## src/rtl/sub86_muldiv_pkg.sv

```systemverilog
// rtl/sub86_muldiv_pkg.sv - shared encodings and constants for the sub86 multiply/divide unit
// Holds the OP encoding, the controller state encoding and the width limits.
package sub86_pkg;

    localparam int MAX_WIDTH = 64;
    // Iteration counter must reach MAX_WIDTH-1
    localparam int CNT_W     = $clog2(MAX_WIDTH) + 1;

    typedef enum logic [1:0] {
        OP_MUL  = 2'b00,
        OP_IMUL = 2'b01,
        OP_DIV  = 2'b10,
        OP_IDIV = 2'b11
    } op_t;

    typedef enum logic [2:0] {
        S_IDLE = 3'd0,
        S_PREP = 3'd1,
        S_ITER = 3'd2,
        S_FIX  = 3'd3,
        S_DONE = 3'd4
    } state_t;

endpackage

```

## src/rtl/sub86_muldiv_if.sv

```systemverilog
// rtl/sub86_muldiv_if.sv - request/result bundle of the sub86 multiply/divide unit
// master drives: ce, start, abort, op, a, b
// slave drives : busy, done, lo, hi, dz
interface sub86_muldiv_if #(
    parameter int WIDTH = 32
);
    logic             ce;
    logic             start;
    logic             abort;
    logic [1:0]       op;
    logic [WIDTH-1:0] a;
    logic [WIDTH-1:0] b;
    logic             busy;
    logic             done;
    logic [WIDTH-1:0] lo;
    logic [WIDTH-1:0] hi;
    logic             dz;

    modport master (
        output ce, start, abort, op, a, b,
        input  busy, done, lo, hi, dz
    );

    modport slave (
        input  ce, start, abort, op, a, b,
        output busy, done, lo, hi, dz
    );
endinterface

```

## src/rtl/sub86_addsub.sv

```systemverilog
// rtl/sub86_addsub.sv - adder/subtractor shared by the multiply and divide datapaths
// a_i, b_i : operands
// sub_i    : 1 = a_i - b_i, 0 = a_i + b_i
// y_o      : result
// co_o     : carry out on add, borrow out on subtract
module sub86_addsub #(
    parameter int WIDTH = 33
) (
    input  logic [WIDTH-1:0] a_i,
    input  logic [WIDTH-1:0] b_i,
    input  logic             sub_i,
    output logic [WIDTH-1:0] y_o,
    output logic             co_o
);
    logic [WIDTH:0] sum;

    assign sum  = {1'b0, a_i} + {1'b0, (sub_i ? ~b_i : b_i)} + {{WIDTH{1'b0}}, sub_i};
    assign y_o  = sum[WIDTH-1:0];
    // Subtract yields carry=1 when no borrow; invert to report borrow
    assign co_o = sum[WIDTH] ^ sub_i;
endmodule

```

## src/rtl/sub86_muldiv.sv

```systemverilog
// rtl/sub86_muldiv.sv - iterative signed/unsigned multiply and restoring divide
// clk_i : clock, rst_i : asynchronous active-high reset
// bus   : slave side of sub86_muldiv_if (ce/start/abort/op/a/b in, busy/done/lo/hi/dz out)
module sub86_muldiv
    import sub86_pkg::*;
#(
    parameter int WIDTH = 32
) (
    input  logic          clk_i,
    input  logic          rst_i,
    sub86_muldiv_if.slave bus
);
    state_t               state_q, state_d;
    op_t                  op_q;
    logic [WIDTH-1:0]     acc_q;   // product high half / partial remainder
    logic [WIDTH-1:0]     mq_q;    // multiplier / dividend, becomes product low / quotient
    logic [WIDTH-1:0]     dv_q;    // multiplicand / divisor magnitude
    logic [WIDTH-1:0]     lo_q, hi_q;
    logic [CNT_W-1:0]     cnt_q;
    logic                 sgn_lo_q, sgn_hi_q, dz_q;

    logic                 is_div, is_sgn, a_neg, b_neg;
    logic                 abort_hit, dz_hit, last_iter;
    logic [WIDTH:0]       add_a, add_b, add_y;
    logic                 add_co;
    logic [2*WIDTH-1:0]   prod, prod_neg;

    assign is_div    = (op_q == OP_DIV) || (op_q == OP_IDIV);
    assign is_sgn    = (op_q == OP_IMUL) || (op_q == OP_IDIV);
    assign a_neg     = is_sgn & mq_q[WIDTH-1];
    assign b_neg     = is_sgn & dv_q[WIDTH-1];
    assign dz_hit    = is_div && (dv_q == '0);
    assign last_iter = (cnt_q == CNT_W'(WIDTH - 1));
    assign abort_hit = bus.abort && (state_q inside {S_PREP, S_ITER, S_FIX});
    assign prod      = {acc_q, mq_q};
    assign prod_neg  = -prod;

    // Divide: trial-subtract divisor from remainder shifted left by one dividend bit.
    // Multiply: add multiplicand to the high half when the current multiplier bit is set.
    always_comb begin
        add_a = {1'b0, acc_q};
        add_b = '0;
        if (is_div) begin
            add_a = {acc_q, mq_q[WIDTH-1]};
            add_b = {1'b0, dv_q};
        end else if (mq_q[0]) begin
            add_b = {1'b0, dv_q};
        end
    end

    sub86_addsub #(.WIDTH(WIDTH + 1)) u_addsub (
        .a_i  (add_a),
        .b_i  (add_b),
        .sub_i(is_div),
        .y_o  (add_y),
        .co_o (add_co)
    );

    always_comb begin
        state_d = state_q;
        case (state_q)
            S_IDLE:  if (bus.start) state_d = S_PREP;
            S_PREP:  state_d = dz_hit ? S_DONE : S_ITER;
            S_ITER:  if (last_iter) state_d = S_FIX;
            S_FIX:   state_d = S_DONE;
            S_DONE:  state_d = S_IDLE;
            default: state_d = S_IDLE;
        endcase
        if (abort_hit) state_d = S_IDLE;
    end

    always_ff @(posedge clk_i or posedge rst_i) begin
        if (rst_i) begin
            state_q  <= S_IDLE;
            op_q     <= OP_MUL;
            acc_q    <= '0;
            mq_q     <= '0;
            dv_q     <= '0;
            lo_q     <= '0;
            hi_q     <= '0;
            cnt_q    <= '0;
            sgn_lo_q <= 1'b0;
            sgn_hi_q <= 1'b0;
            dz_q     <= 1'b0;
        end else if (bus.ce) begin
            state_q <= state_d;
            case (state_q)
                S_IDLE: if (bus.start) begin
                    op_q <= op_t'(bus.op);
                    mq_q <= bus.a;
                    dv_q <= bus.b;
                end
                S_PREP: if (!abort_hit) begin
                    acc_q    <= '0;
                    cnt_q    <= '0;
                    sgn_lo_q <= a_neg ^ b_neg;
                    sgn_hi_q <= is_div ? a_neg : (a_neg ^ b_neg);
                    if (dz_hit) begin
                        // Raw dividend is still in mq_q here
                        lo_q <= '1;
                        hi_q <= mq_q;
                        dz_q <= 1'b1;
                    end else begin
                        mq_q <= a_neg ? -mq_q : mq_q;
                        dv_q <= b_neg ? -dv_q : dv_q;
                    end
                end
                S_ITER: if (!abort_hit) begin
                    cnt_q <= cnt_q + CNT_W'(1);
                    if (is_div) begin
                        if (!add_co) begin
                            acc_q <= add_y[WIDTH-1:0];
                            mq_q  <= {mq_q[WIDTH-2:0], 1'b1};
                        end else begin
                            acc_q <= add_a[WIDTH-1:0];
                            mq_q  <= {mq_q[WIDTH-2:0], 1'b0};
                        end
                    end else begin
                        acc_q <= add_y[WIDTH:1];
                        mq_q  <= {add_y[0], mq_q[WIDTH-1:1]};
                    end
                end
                S_FIX: if (!abort_hit) begin
                    dz_q <= 1'b0;
                    if (is_div) begin
                        lo_q <= sgn_lo_q ? -mq_q : mq_q;
                        hi_q <= sgn_hi_q ? -acc_q : acc_q;
                    end else begin
                        {hi_q, lo_q} <= sgn_lo_q ? prod_neg : prod;
                    end
                end
                default: ;
            endcase
        end
    end

    assign bus.busy = (state_q != S_IDLE);
    assign bus.done = (state_q == S_DONE);
    assign bus.lo   = lo_q;
    assign bus.hi   = hi_q;
    assign bus.dz   = dz_q;
endmodule

```

## src/flat_wrapper.sv

```systemverilog
// flat-port wrapper written by rule: the top's interface ports become plain ports
module sub86_muldiv_flat import sub86_pkg::*;
#(
    parameter int WIDTH = 32
)
  (clk_i, rst_i, bus_ce, bus_start, bus_abort, bus_op, bus_a, bus_b, bus_busy, bus_done, bus_lo, bus_hi, bus_dz);
  sub86_muldiv_if #(.WIDTH(WIDTH)) bus_i ();
  input  logic clk_i;
  input  logic rst_i;
  input wire logic [$bits(bus_i.ce)-1:0] bus_ce;
  input wire logic [$bits(bus_i.start)-1:0] bus_start;
  input wire logic [$bits(bus_i.abort)-1:0] bus_abort;
  input wire logic [$bits(bus_i.op)-1:0] bus_op;
  input wire logic [$bits(bus_i.a)-1:0] bus_a;
  input wire logic [$bits(bus_i.b)-1:0] bus_b;
  output wire logic [$bits(bus_i.busy)-1:0] bus_busy;
  output wire logic [$bits(bus_i.done)-1:0] bus_done;
  output wire logic [$bits(bus_i.lo)-1:0] bus_lo;
  output wire logic [$bits(bus_i.hi)-1:0] bus_hi;
  output wire logic [$bits(bus_i.dz)-1:0] bus_dz;
  assign bus_i.ce = bus_ce;
  assign bus_i.start = bus_start;
  assign bus_i.abort = bus_abort;
  assign bus_i.op = bus_op;
  assign bus_i.a = bus_a;
  assign bus_i.b = bus_b;
  assign bus_busy = bus_i.busy;
  assign bus_done = bus_i.done;
  assign bus_lo = bus_i.lo;
  assign bus_hi = bus_i.hi;
  assign bus_dz = bus_i.dz;
  sub86_muldiv #(.WIDTH(WIDTH)) u_core (.clk_i(clk_i), .rst_i(rst_i), .bus(bus_i));
endmodule
```

## config.mk

```make
export PLATFORM = sky130hd
export DESIGN_NAME = sub86_muldiv_flat
export DESIGN_NICKNAME = d
export VERILOG_FILES = /design/src/rtl/sub86_muldiv_pkg.sv /design/src/rtl/sub86_muldiv_if.sv /design/src/rtl/sub86_addsub.sv /design/src/rtl/sub86_muldiv.sv /design/src/flat_wrapper.sv
export SDC_FILE = /design/constraint.sdc
export NUM_CORES = 1
export LEC_CHECK = 0
export CORE_UTILIZATION = 30
export CTS_CLUSTER_SIZE = 14
export DETAILED_ROUTE_END_ITERATION = 6
export SLEW_MARGIN = 20
export SYNTH_ARGS = -nofsm -noshare
export SYNTH_HDL_FRONTEND = slang
export SYNTH_SLANG_ARGS = --single-unit
```

## constraint.sdc

```tcl
create_clock -name clk_i -period 6.15 [get_ports clk_i]
set_input_delay 1.5375 -clock clk_i [delete_from_list [all_inputs] [get_ports clk_i]]
set_output_delay 1.5375 -clock clk_i [all_outputs]
set_load 0.1 [all_outputs]
```

Word level (Yosys, flattened, before mapping)
Cells that the tools add are included.
{ "word_totals": {"output_inout_bits": 67, "word_cells": 109, "input_bits": 71, "reg_bits": 175} }
{ "classes": {"add_sub_neg": 7, "bitwise": 6, "muxes": 48, "n_eq_ne": 18, "reduce_logical": 19} }
{ "op_table": {"columns": ["operator", "count"], "rows": [
  ["$mux 32", 25],
  ["$pmux 32 s2", 4],
  ["$mux 33", 3],
  ["$neg 32->32", 3],
  ["$pmux 32 s3", 1],
  ["$mux 64", 1],
  ["$neg 64->64", 1],
  ["$add 33x33->34", 1],
  ["$add 34x1->34", 1],
  ["$not 33->33", 1],
  ["$logic_not 32->1", 1],
  ["$mux 7", 2],
  ["$pmux 7 s2", 1],
  ["$mux 3", 4],
  ["$pmux 3 s4", 1],
  ["$ne 2x2->1 const B", 5],
  ["$reduce_and 3->1", 3],
  ["$reduce_bool 3->1", 3],
  ["$add 7x1->7 const B", 1],
  ["$eq 7x5->1 const B", 1],
  ["$reduce_and 7->1", 1],
  ["$eq 3x2->1 const B", 2],
  ["$ne 2x1->1 const B", 3],
  ["$reduce_and 6->1", 1],
  ["other kinds (17)", 28]
]} }

Depth between registers and ports, before layout
Gate-level depths: netlist of run 1.
{ "logic_depth": {"ltp_word": 12, "mapped_depth": 18, "mapped_depth_nobuf": 14} }

By module
A second synthesis of run 1 with hierarchy kept.
{ "unflattened": {"hier_cells": 1810, "hier_area_um2": 14079.8} }
{ "by_module_without_submodules": {"columns": ["module", "cells_each", "area_each_um2", "instances", "seq_area_each_um2"], "rows": [
  ["sub86_muldiv", 1513, 11883.9, 1, 4379.2],
  ["sub86_addsub", 297, 2195.9, 1, 0.0]
]} }

Least setup slack after synthesis of run 1
OpenSTA, ideal clock, no wires.
{ "synth_timing": {"path_type": "flip-flop to flip-flop", "startpoint": "register u_core.op_q[1]", "endpoint": "register u_core.acc_q[26]", "path_stages_with_launch": 15, "slack_ns": 1.793, "arrival_time_ns": 4.247, "setup_ns": 0.110, "path_buffers": 5, "required_ns": 6.040, "period_less_slack_ns": 4.357, "cell_sequence": "dfrtp_1 clkbuf_1 clkbuf_1 clkbuf_1 clkbuf_1 mux2_2 ha_1 a21oi_1 o21ai_0 a221oi_1 o211ai_1 a21oi_1 clkbuf_1 o221ai_1 o41ai_1"} }
{ "synth_via": {"elab_chain_len": 12, "elab_cells_between_ends": 14, "classes_between": "add/sub: 2; eq/ne: 2; mux: 7; bitwise: 2; reduce/logical: 1"} }
{ "synth_lines": {"columns": ["element", "line_no", "rtl"], "rows": [
  ["from (decl)", "sub86_muldiv.sv:14", "op_t op_q;"],
  ["from (signal assigned)", "sub86_muldiv.sv:89", "op_q <= op_t'(bus.op);"],
  ["$eq 2x2->1", "sub86_muldiv.sv:28", "assign is_div = (op_q == OP_DIV) || (op_q == OP_IDIV);"],
  ["$logic_or 1x1->1 (*)", "sub86_muldiv.sv:28", null],
  ["$mux 33", "sub86_muldiv.sv:43", "if (is_div) begin"],
  ["$not 33->33", "sub86_addsub.sv:17", "assign sum = {1'b0, a_i} + {1'b0, (sub_i ? ~b_i : b_i)} + {{WIDTH{1'b0}}, sub_i};"],
  ["$mux 33", "sub86_addsub.sv:17", null],
  ["$add 33x33->34", "sub86_addsub.sv:17", null],
  ["$add 34x1->34", "sub86_addsub.sv:17", null],
  ["$xor 1x1->1", "sub86_addsub.sv:20", "assign co_o = sum[WIDTH] ^ sub_i;"],
  ["$mux 32", "sub86_muldiv.sv:111", "if (!add_co) begin"],
  ["$mux 32 (*)", "sub86_muldiv.sv:110", "if (is_div) begin"],
  ["$mux 32 (*)", "sub86_muldiv.sv:108", "S_ITER: if (!abort_hit) begin"],
  ["$pmux 32 s2 (*)", "sub86_muldiv.sv:87", "case (state_q)"],
  ["to (signal assigned)", "sub86_muldiv.sv:112", "acc_q <= add_y[WIDTH-1:0];"],
  ["to (signal assigned)", "sub86_muldiv.sv:115", "acc_q <= add_a[WIDTH-1:0];"],
  ["to (signal assigned)", "sub86_muldiv.sv:119", "acc_q <= add_y[WIDTH:1];"],
  ["to (decl)", "sub86_muldiv.sv:15", "logic [WIDTH-1:0] acc_q;"]
]} }
Mark *: on every way between the ends. The rest lies on a longest branch, timed or not. The select of a mux whose other input is x is not followed.
A chain may end at the register's enable or synchronous reset.

Final worst setup path of run 1
Same ends and word-level chain as after synthesis.

==> impl_metrics.csv, run 1 <==
group,metric,value,unit
clock_network,cts_num_sinks,175,
yosys,ys_types,77,
job,drv_cap,0,
clock_network,clk_latency,0.47,ns
global_routing,antenna_found_initial,0,
clock_network,clockBufferDepth,2,
status,status,"complete, no violations",
layout,diodes,0,
global_routing,grt-ovfl-total,0,
yosys,synth.mux.area_fraction,0.0593,
yosys,ys_seq_elements,175,
routing,top_layer,"met4",
clock_network,hold_buffers,0,
layout,areaGrowthSynthToFinish,17.5,%
placed_design,io_buffers,137,
yosys,synthesis.area,0.0136,mm^2
yosys,synth.yosys.seq_area_share,0.323,
yosys,synth_cells,1777,
clock_network,cts.clk_slew.worst_paths,0.07,ns
timing,final.min_clock_period,4.86,ns
layout,final_cells,2417,
timing,setup_viol,0,
global_routing,gr-usage-all-layers,0.203,
layout,nNetsFinal,1920,
routing,drtAntennaViolNets,0,
yosys,syn_avg_cell_area,7.63,um^2
timing,fin_crit_sh,0.790,
routing,wl_met2,22.0,mm
timing,rsz0062_at_grt,"no",
yosys,synth_top_family_by_area,"compound AO/OA/AOI/OAI gates",
routing,wl_met1,21.8,mm
floorplan,rows,77,
global_routing,grt_pass1_wl,74.2,mm
yosys,synth_area_leaders,"dfrtp_1, o21ai_0, nor2_1",
timing,max-slew-margin-rel,0.298,
yosys,yosys.area.top_type,"dfrtp_1",
routing,wl_met3,2.06,mm
worst_setup_path,arrival,5.22,ns
routing,drt_wl_total,46.9,mm
routing,avgRoutedWirePerCell,19.4,um
worst_setup_path,worstSetupPathType,"flop to flop",
routing,drc,0,
floorplan,dieArea,0.0461,mm^2
placed_design,hpwl,34.1,mm
placed_design,gp_congestion,0.945,
routing,initialDrtViolationCount,1177,
routing,drt_first_pass_iters,5,
worst_setup_path,cp_max_fo,38,
yosys,synth_edf_count,0,
yosys,synth-main-ff-cell,"dfrtp_1",
timing,max_slew.worst_pin.slew,1.04,ns
clock_network,cts_buffers,17,
clock_network,ctsResizeCount,0,
yosys,synthSimpleGateAreaFrac,0.221,
floorplan,die_y,215,um
yosys,synthAdderAreaFrac,0.0338,
placed_design,place_inst,2386,
yosys,syn_nets,1884,
routing,num_vias,13600,
worst_setup_path,end_kind,"flop",
clock_network,htreeDepth,4,
floorplan,start_util,0.305,
floorplan,ios,138,
timing,drv_slew,0,
clock_network,cts_tree,"built",
global_routing,grt_max_degree,169,
global_routing,grt_pass1_vias,12800,
layout,drive_gt1_frac,0.0696,
worst_setup_path,cp-start-kind,"flop",
clock_network,ctsRootBufferMaster,"clkbuf_16",
timing,skew,0.0186,ns
min_path,hp-class,"flop to flop",
yosys,synth_xor_area_frac,0.0587,
yosys,synth_top_area_frac,0.323,
timing,max_freq,0.206,GHz
clock_network,postCtsSetupBuffers,0,
timing,tns,0,ns
floorplan,die_width,215,um
yosys,synthArstFlopShare,1.00,
floorplan,core_area,0.0444,mm^2
routing,viasPerCell,5.61,
timing,hold_violations,0,
yosys,synth_compound_area_frac,0.253,
yosys,yosys_warnings,0,
worst_setup_path,crit_required,6.51,ns
==> synthesized netlist by cell type, drive strengths merged, types with 13 or more instances <==
library cell    n
nor3           40
nand3          34
a31oi          29
mux2i          41
or3            31
ha             35
inv            31
nor4           14
or4            17
nand4          14
xnor2          33
nand2b         13
a221oi         19
o22ai          23
o21ai         194
nor2          229
clkbuf        135
xor2           57
a211oi         17
dfrtp         175
o211ai         20
nand2         215
mux2           35
a21oi         168
==> sequential cells by signal, indices dropped and copies added, names as in the netlist <==
signal	cells
u_core.acc_q	32
u_core.bus.hi	32
u_core.bus.lo	32
u_core.dv_q	32
u_core.mq_q	32
u_core.cnt_q	7
u_core.state_q	3
u_core.op_q	2
u_core.bus.dz	1
u_core.sgn_hi_q	1
u_core.sgn_lo_q	1
==> per-stage QoR <==
| step | cell area [um^2] | setup WS, ns | hold WS [ns] | utilization |
|---|---|---|---|---|
| CTS | 15900 | 1.28 | 0.496 | 0.359 |
| finish | 15900 | 1.29 | 0.491 | 0.359 |
| global placement | 15400 | 1.45 | 0.478 | 0.346 |
| global route | 15900 | 0.835 | 0.531 | 0.359 |
| floorplan | 13600 | 1.79 | 0.497 | - |
| detailed placement | 15400 | 1.32 | 0.478 | 0.346 |
==> final cells by class <==
type	instances	area, um^2
fillers	4688	28500
multi-input cells	1426	8550
flip-flops and latches	175	4380
repair buffers	162	1570
well taps	592	741
clock buffers	22	464
inverters	31	120
clock inverters	9	100
==> per-layer routing <==
metal,up-vias,global-route usage
li1,6449,-
met1,6627,0.277
met2,429,0.331
met3,52,0.0264
met4,0,0.0643
met5,-,0
==> path summary, 6_finish.rpt <==
check / startpoint / endpoint / slack [ns] / cells after the start
max in group asynchronous: rst_i / u_core.bus.hi[30] / 3.53 / 3
min in group asynchronous: rst_i / u_core.dv_q[16] / 1.34 / 2
max: u_core.op_q[1] / u_core.acc_q[26] / 1.29 / 12
min reg2reg: u_core.bus.hi[29] / u_core.bus.hi[29] / 0.49 / 2
max reg2reg: u_core.op_q[1] / u_core.acc_q[26] / 1.29 / 12
min: u_core.bus.hi[29] / u_core.bus.hi[29] / 0.49 / 2
==> critical path, cell delays in order, from the launching register on <==
cell and delay [ns]:
dfrtp_4 0.66, inv_1 0.59, buf_4 0.38, o21ai_0 0.13, ha_1 0.36, nand2_1 0.07, o31ai_1 0.55, a21oi_1 0.24
o211ai_1 0.49, a21o_1 0.59, or3_1 0.19, o221ai_1 0.10, o41ai_1 0.37
==> logic make-up (layout without fill, tap and decap cells) <==
family / after synthesis / in the layout
buffers and inverters: 176 / 224
xor gates and xnor gates: 90 / 90
AOI/OAI and AO/OA: 566 / 566
muxes: 76 / 76
adders and majority gates: 36 / 36
DFF: 175 / 175
and+or+nand+nor: 658 / 658
==> placed cells by master, fill, tap and decap left out, drive strengths merged, types with 10 or more instances in the layout <==
cell type and count:
nor2 229, nand2 215, o21ai 194, dfrtp 175
a21oi 168, clkdlybuf4s50 137, xor2 57, mux2i 41
nor3 40, mux2 35, ha 35, nand3 34
inv 34, xnor2 33, or3 31, a31oi 29
buf 25, o22ai 23, clkbuf 22, o211ai 20
a221oi 19, a211oi 17, or4 17, nor4 14
nand4 14, nand2b 13, and3 12, o221ai 12
a21o 11, a22oi 10, or2 10
Power of run 1 is not shown: default switching activity piles up to over one toggle a cycle in this logic, so the estimate is an artifact.
==> inputs of run 2 (changes only) <==
- clock period: 6.15 -> 4 ns (I/O delays scaled with it)
==> run 2 against run 1 <==
  * Count of clock-buffer cells in the layout is 2 lower
  * Hold slack improved by 0.0035 ns
  * Register-to-register slack lost 1.0 ns
  * Critical path depth is 2 lower
  * Wire length rose by 0.62%
  * Via count is 1.7% higher
  * Clock skew about the same
  * Sequential cell count did not move
  * Design area grew 4.1%
  * Non-clock buffer count up 61
  * Sequential share of layout area is 1.1 points lower
  * Critical path type unchanged
==> impl_metrics.csv, run 2 (same netlist as run 1, synthesis figures left out) <==
group,metric,value,unit
timing,final.min_clock_period,3.75,ns
timing,fin_crit_sh,0.937,
global_routing,grt_max_degree,74,
floorplan,die_width,215,um
layout,final_common_cell,"nor2_1",
floorplan,dieArea,0.0461,mm^2
clock_network,postCtsSetupBuffers,0,
clock_network,cts_buffers,17,
global_routing,grt_pass1_vias,13100,
global_routing,grt-ovfl-total,0,
timing,max_slew.worst_pin.slew,1.01,ns
routing,avgRoutedWirePerCell,19.0,um
timing,rsz0062_at_grt,"no",
worst_setup_path,worstSetupPathType,"flop to flop",
global_routing,antenna_found_initial,0,
layout,drive_gt1_frac,0.105,
timing,skew,0.0184,ns
layout,num-fill-cells,4586,
clock_network,clockBufferDepth,2,
worst_setup_path,r2r_end,"u_core.bus.hi[21]",
layout,areaGrowthSynthToFinish,22.3,%
clock_network,ctsResizeCount,0,
layout,most-common-layout-cells,"nor2_1, nand2_1, o21ai_0",
clock_network,ctsRootBufferMaster,"clkbuf_16",
min_path,hp-class,"flop to flop",
placed_design,gp_congestion,0.937,
placed_design,io_buffers,137,
worst_setup_path,cp-start-kind,"flop",
routing,drt_wl_total,47.2,mm
timing,setup_viol,0,
layout,final_cells,2479,
routing,drt_first_pass_iters,6,
timing,drv_slew,0,
routing,drc,0,
worst_setup_path,crit_required,4.35,ns
min_path,hold_depth,2,
timing,max-slew-margin-rel,0.327,
floorplan,core_area,0.0444,mm^2
worst_setup_path,r2r_slack,0.25,ns
layout,diodes,0,
placed_design,place_inst,2447,
clock_network,cts_num_sinks,175,
global_routing,gr-usage-all-layers,0.203,
timing,hold_violations,0,
clock_network,cts.clk_slew.worst_paths,0.08,ns
clock_network,clk_latency,0.47,ns
layout,nNetsFinal,1981,
global_routing,grt_pass1_wl,74.8,mm
clock_network,htreeDepth,4,
routing,num_vias,13800,
floorplan,ios,138,
floorplan,rows,77,
worst_setup_path,reg2regPathDepth,10,
timing,max_freq,0.267,GHz
routing,viasPerCell,5.56,
job,drv_cap,0,
worst_setup_path,r2r_start,"u_core.dv_q[0]",
placed_design,hpwl,35.3,mm
status,status,"complete, no violations",
floorplan,start_util,0.305,
min_path,holdPathEnd,"u_core.bus.hi[29]",
worst_setup_path,end_kind,"flop",
worst_setup_path,cp_max_fo,25,
routing,initialDrtViolationCount,1333,
min_path,holdCritStartpoint,"u_core.bus.hi[29]",
clock_network,hold_buffers,0,
clock_network,cts_tree,"built",
worst_setup_path,arrival,4.10,ns
floorplan,die_y,215,um
routing,drtAntennaViolNets,0,
[run 2: per-layer routing]
layer,share of wire,wire length [um],vias up,global-route usage
li1,-,-,6587,-
met1,0.45,21200,6636,0.277
met2,0.47,22000,505,0.332
met3,0.059,2790,55,0.0274
met4,0.025,1170,0,0.0645
met5,0,0,-,0
[run 2: stage by stage]
stage / setup TNS [ns] / utilization / setup slack, ns / hold WS [ns] / cell area, um^2
finish: 0 / 0.373 / 0.250 / 0.494 / 16600
global placement: 0 / 0.359 / 0.0421 / 0.477 / 15900
floorplan: -0.305 / - / -0.0898 / 0.497 / 13600
detailed placement: 0 / 0.359 / 0.0718 / 0.483 / 15900
CTS: 0 / 0.373 / 0.0369 / 0.500 / 16600
global route: 0 / 0.373 / 0.00994 / 0.547 / 16600
[run 2: area by class of cell]
class | instances | area, um^2 | area share
Clock buffer | 20 | 467 | 0.0281
Clock inverter | 12 | 174 | 0.0105
Inverter | 31 | 120 | 0.00724
Multi-Input combinational cell | 1426 | 8580 | 0.517
Sequential cell | 175 | 4380 | 0.264
Tap cell | 592 | 741 | 0.0447
Timing Repair Buffer | 223 | 2120 | 0.128
[run 2: worst max-delay path by stage]
stage,start,to,depth (start not counted)
after floorplan,u_core.op_q[1],u_core.acc_q[18],15
after global placement,u_core.dv_q[0],u_core.bus.hi[24],11
after detailed placement,u_core.dv_q[0],u_core.bus.hi[30],11
after CTS,u_core.dv_q[0],u_core.bus.hi[30],11
after global routing,u_core.op_q[1],u_core.acc_q[23],12
final,u_core.dv_q[0],u_core.bus.hi[21],10
[run 2: worst max-delay path, cell delays in order (launching register included)]
cell,delay [ns]
dfrtp_1,0.46
inv_1,0.15
ha_1,0.22
or3b_2,0.52
nor4_2,0.34
nand3b_1,0.25
or4_1,0.52
nor2_1,0.35
o21ai_2,0.18
buf_4,0.26
a221o_1,0.37
Power of run 2 is left out for the same reason.
==> inputs of run 3 (changes only) <==
- GPL_ROUTABILITY_DRIVEN: unset -> 0
==> run 3 against run 2 <==
  * Wire length fell by 0.90%
  * Setup slack improved by 0.0037 ns
  * Via count rose by 0.27%
  * First-iteration DRC count fell by 2.9%
  * Critical endpoint is now u_core.acc_q[26]
  * Largest cell class unchanged
==> impl_metrics.csv, run 3 (same netlist as run 1, synthesis figures left out) <==
group,metric,value,unit
status,status,"complete, no violations",
global_routing,antenna_found_initial,1,
floorplan,core_area,0.0444,mm^2
layout,num-fill-cells,4610,
floorplan,rows,77,
floorplan,die_y,215,um
clock_network,cts.clk_slew.worst_paths,0.07,ns
job,drv_cap,0,
routing,drc,0,
worst_setup_path,worstSetupPathType,"flop to flop",
global_routing,grt-ovfl-total,0,
routing,drt_wl_total,46.8,mm
clock_network,htreeDepth,4,
timing,drv_slew,0,
global_routing,gr-usage-all-layers,0.203,
timing,fin_crit_sh,0.937,
layout,fin_util,0.371,
clock_network,clk_latency,0.46,ns
timing,fin_ws,0.254,ns
floorplan,dieArea,0.0461,mm^2
global_routing,grt_pass1_vias,13400,
placed_design,place_inst,2437,
placed_design,hpwl,34.6,mm
routing,drt_first_pass_iters,6,
clock_network,cts_buffers,17,
routing,num_vias,13800,
routing,drtAntennaViolNets,0,
layout,drive_gt1_frac,0.100,
timing,final.min_clock_period,3.75,ns
layout,nNetsFinal,1971,
global_routing,grt_max_degree,74,
worst_setup_path,cp-start-kind,"flop",
floorplan,die_width,215,um
timing,skew,0.0140,ns
clock_network,postCtsSetupBuffers,0,
layout,seq_area,0.00438,mm^2
placed_design,dp_worst_setup_slack,0.229,ns
timing,hold_violations,0,
floorplan,ios,138,
worst_setup_path,arrival,4.07,ns
clock_network,cts_num_sinks,175,
layout,most-common-layout-cells,"nor2_1, nand2_1, o21ai_0",
layout,areaGrowthSynthToFinish,21.4,%
timing,fin_hold_ws,0.502,ns
routing,initialDrtViolationCount,1294,
min_path,hp-class,"flop to flop",
layout,diodes,0,
timing,max-slew-margin-rel,0.319,
worst_setup_path,end_kind,"flop",
clock_network,ctsRootBufferMaster,"clkbuf_16",
floorplan,start_util,0.305,
routing,avgRoutedWirePerCell,18.9,um
clock_network,clockBufferDepth,2,
timing,setup_viol,0,
worst_setup_path,cp_max_fo,48,
clock_network,cts_tree,"built",
worst_setup_path,crit_required,4.33,ns
timing,max_freq,0.267,GHz
routing,viasPerCell,5.60,
timing,rsz0062_at_grt,"yes",
placed_design,io_buffers,137,
timing,max_slew.worst_pin.slew,1.02,ns
layout,multiInputGateArea,0.00858,mm^2
layout,final_cells,2469,
layout,final_common_cell,"nor2_1",
global_routing,grt_pass1_wl,75.1,mm
==> run 3: cell types whose count changed in the layout (fill, tap and decap cells not counted), moves of 2 or more <==
cell	before	now
bufinv_16	3	1
inv_8	2	5
buf_4	79	69
clkinvlp_4	1	3
clkbuf_8	3	1
inv_6	3	1
==> run 3: per-stage QoR <==
| step | setup TNS [ns] | cell area [um^2] |
|---|---|---|
| global route | -0.0181 | 16500 |
| CTS | 0 | 16400 |
| floorplan | -0.305 | 13600 |
| global placement | 0 | 15900 |
| detailed placement | 0 | 15900 |
| finish | 0 | 16500 |
==> run 3: routing by layer <==
| layer | global-route usage | vias up | wire length [um] |
|---|---|---|---|
| li1 | - | 6565 | - |
| met1 | 0.279 | 6681 | 21100 |
| met2 | 0.325 | 512 | 21600 |
| met3 | 0.0318 | 62 | 2950 |
| met4 | 0.0657 | 0 | 1130 |
| met5 | 0 | - | 0 |
==> run 3: worst paths after layout <==
path	depth (start not counted)	from	slack (ns)	endpoint
worst max-delay path	12	u_core.op_q[1]	0.25	u_core.acc_q[26]
worst min register to register	2	u_core.bus.dz	0.50	u_core.bus.dz
worst max register to register	12	u_core.op_q[1]	0.25	u_core.acc_q[26]
max in group asynchronous	3	rst_i	2.20	u_core.bus.hi[18]
worst min-delay path	2	u_core.bus.dz	0.50	u_core.bus.dz
min in group asynchronous	2	rst_i	1.05	u_core.dv_q[8]
==> run 3: worst max-delay path, stage by stage, from the launching register on <==
cell and delay [ns]:
dfrtp_4 0.51, buf_12 0.19, and3b_1 0.22, or2_2 0.29, fa_1 0.41, nand2b_1 0.18, a21oi_1 0.28, o21a_1 0.18
o2111ai_1 0.26, a21oi_2 0.27, xor2_1 0.29, o221ai_1 0.16, o41ai_1 0.37
==> run 3: area by class of cell <==
| class | instances | share of cell area |
|---|---|---|
| clock buffer | 19 | 0.0269 |
| inverter | 31 | 0.00730 |
| tap | 592 | 0.0450 |
| timing repair buffer | 213 | 0.125 |
| sequential | 175 | 0.266 |
| clock inverter | 13 | 0.00905 |
| multi-input combinational | 1426 | 0.521 |
==> run 3: repair_timing <==
item | 4_1_cts | 5_1_grt
hold buffers | 0 | 0
setup endpoints to repair | 0 | 12
resized for setup | 0 | 4
Power of run 3 is left out for the same reason.
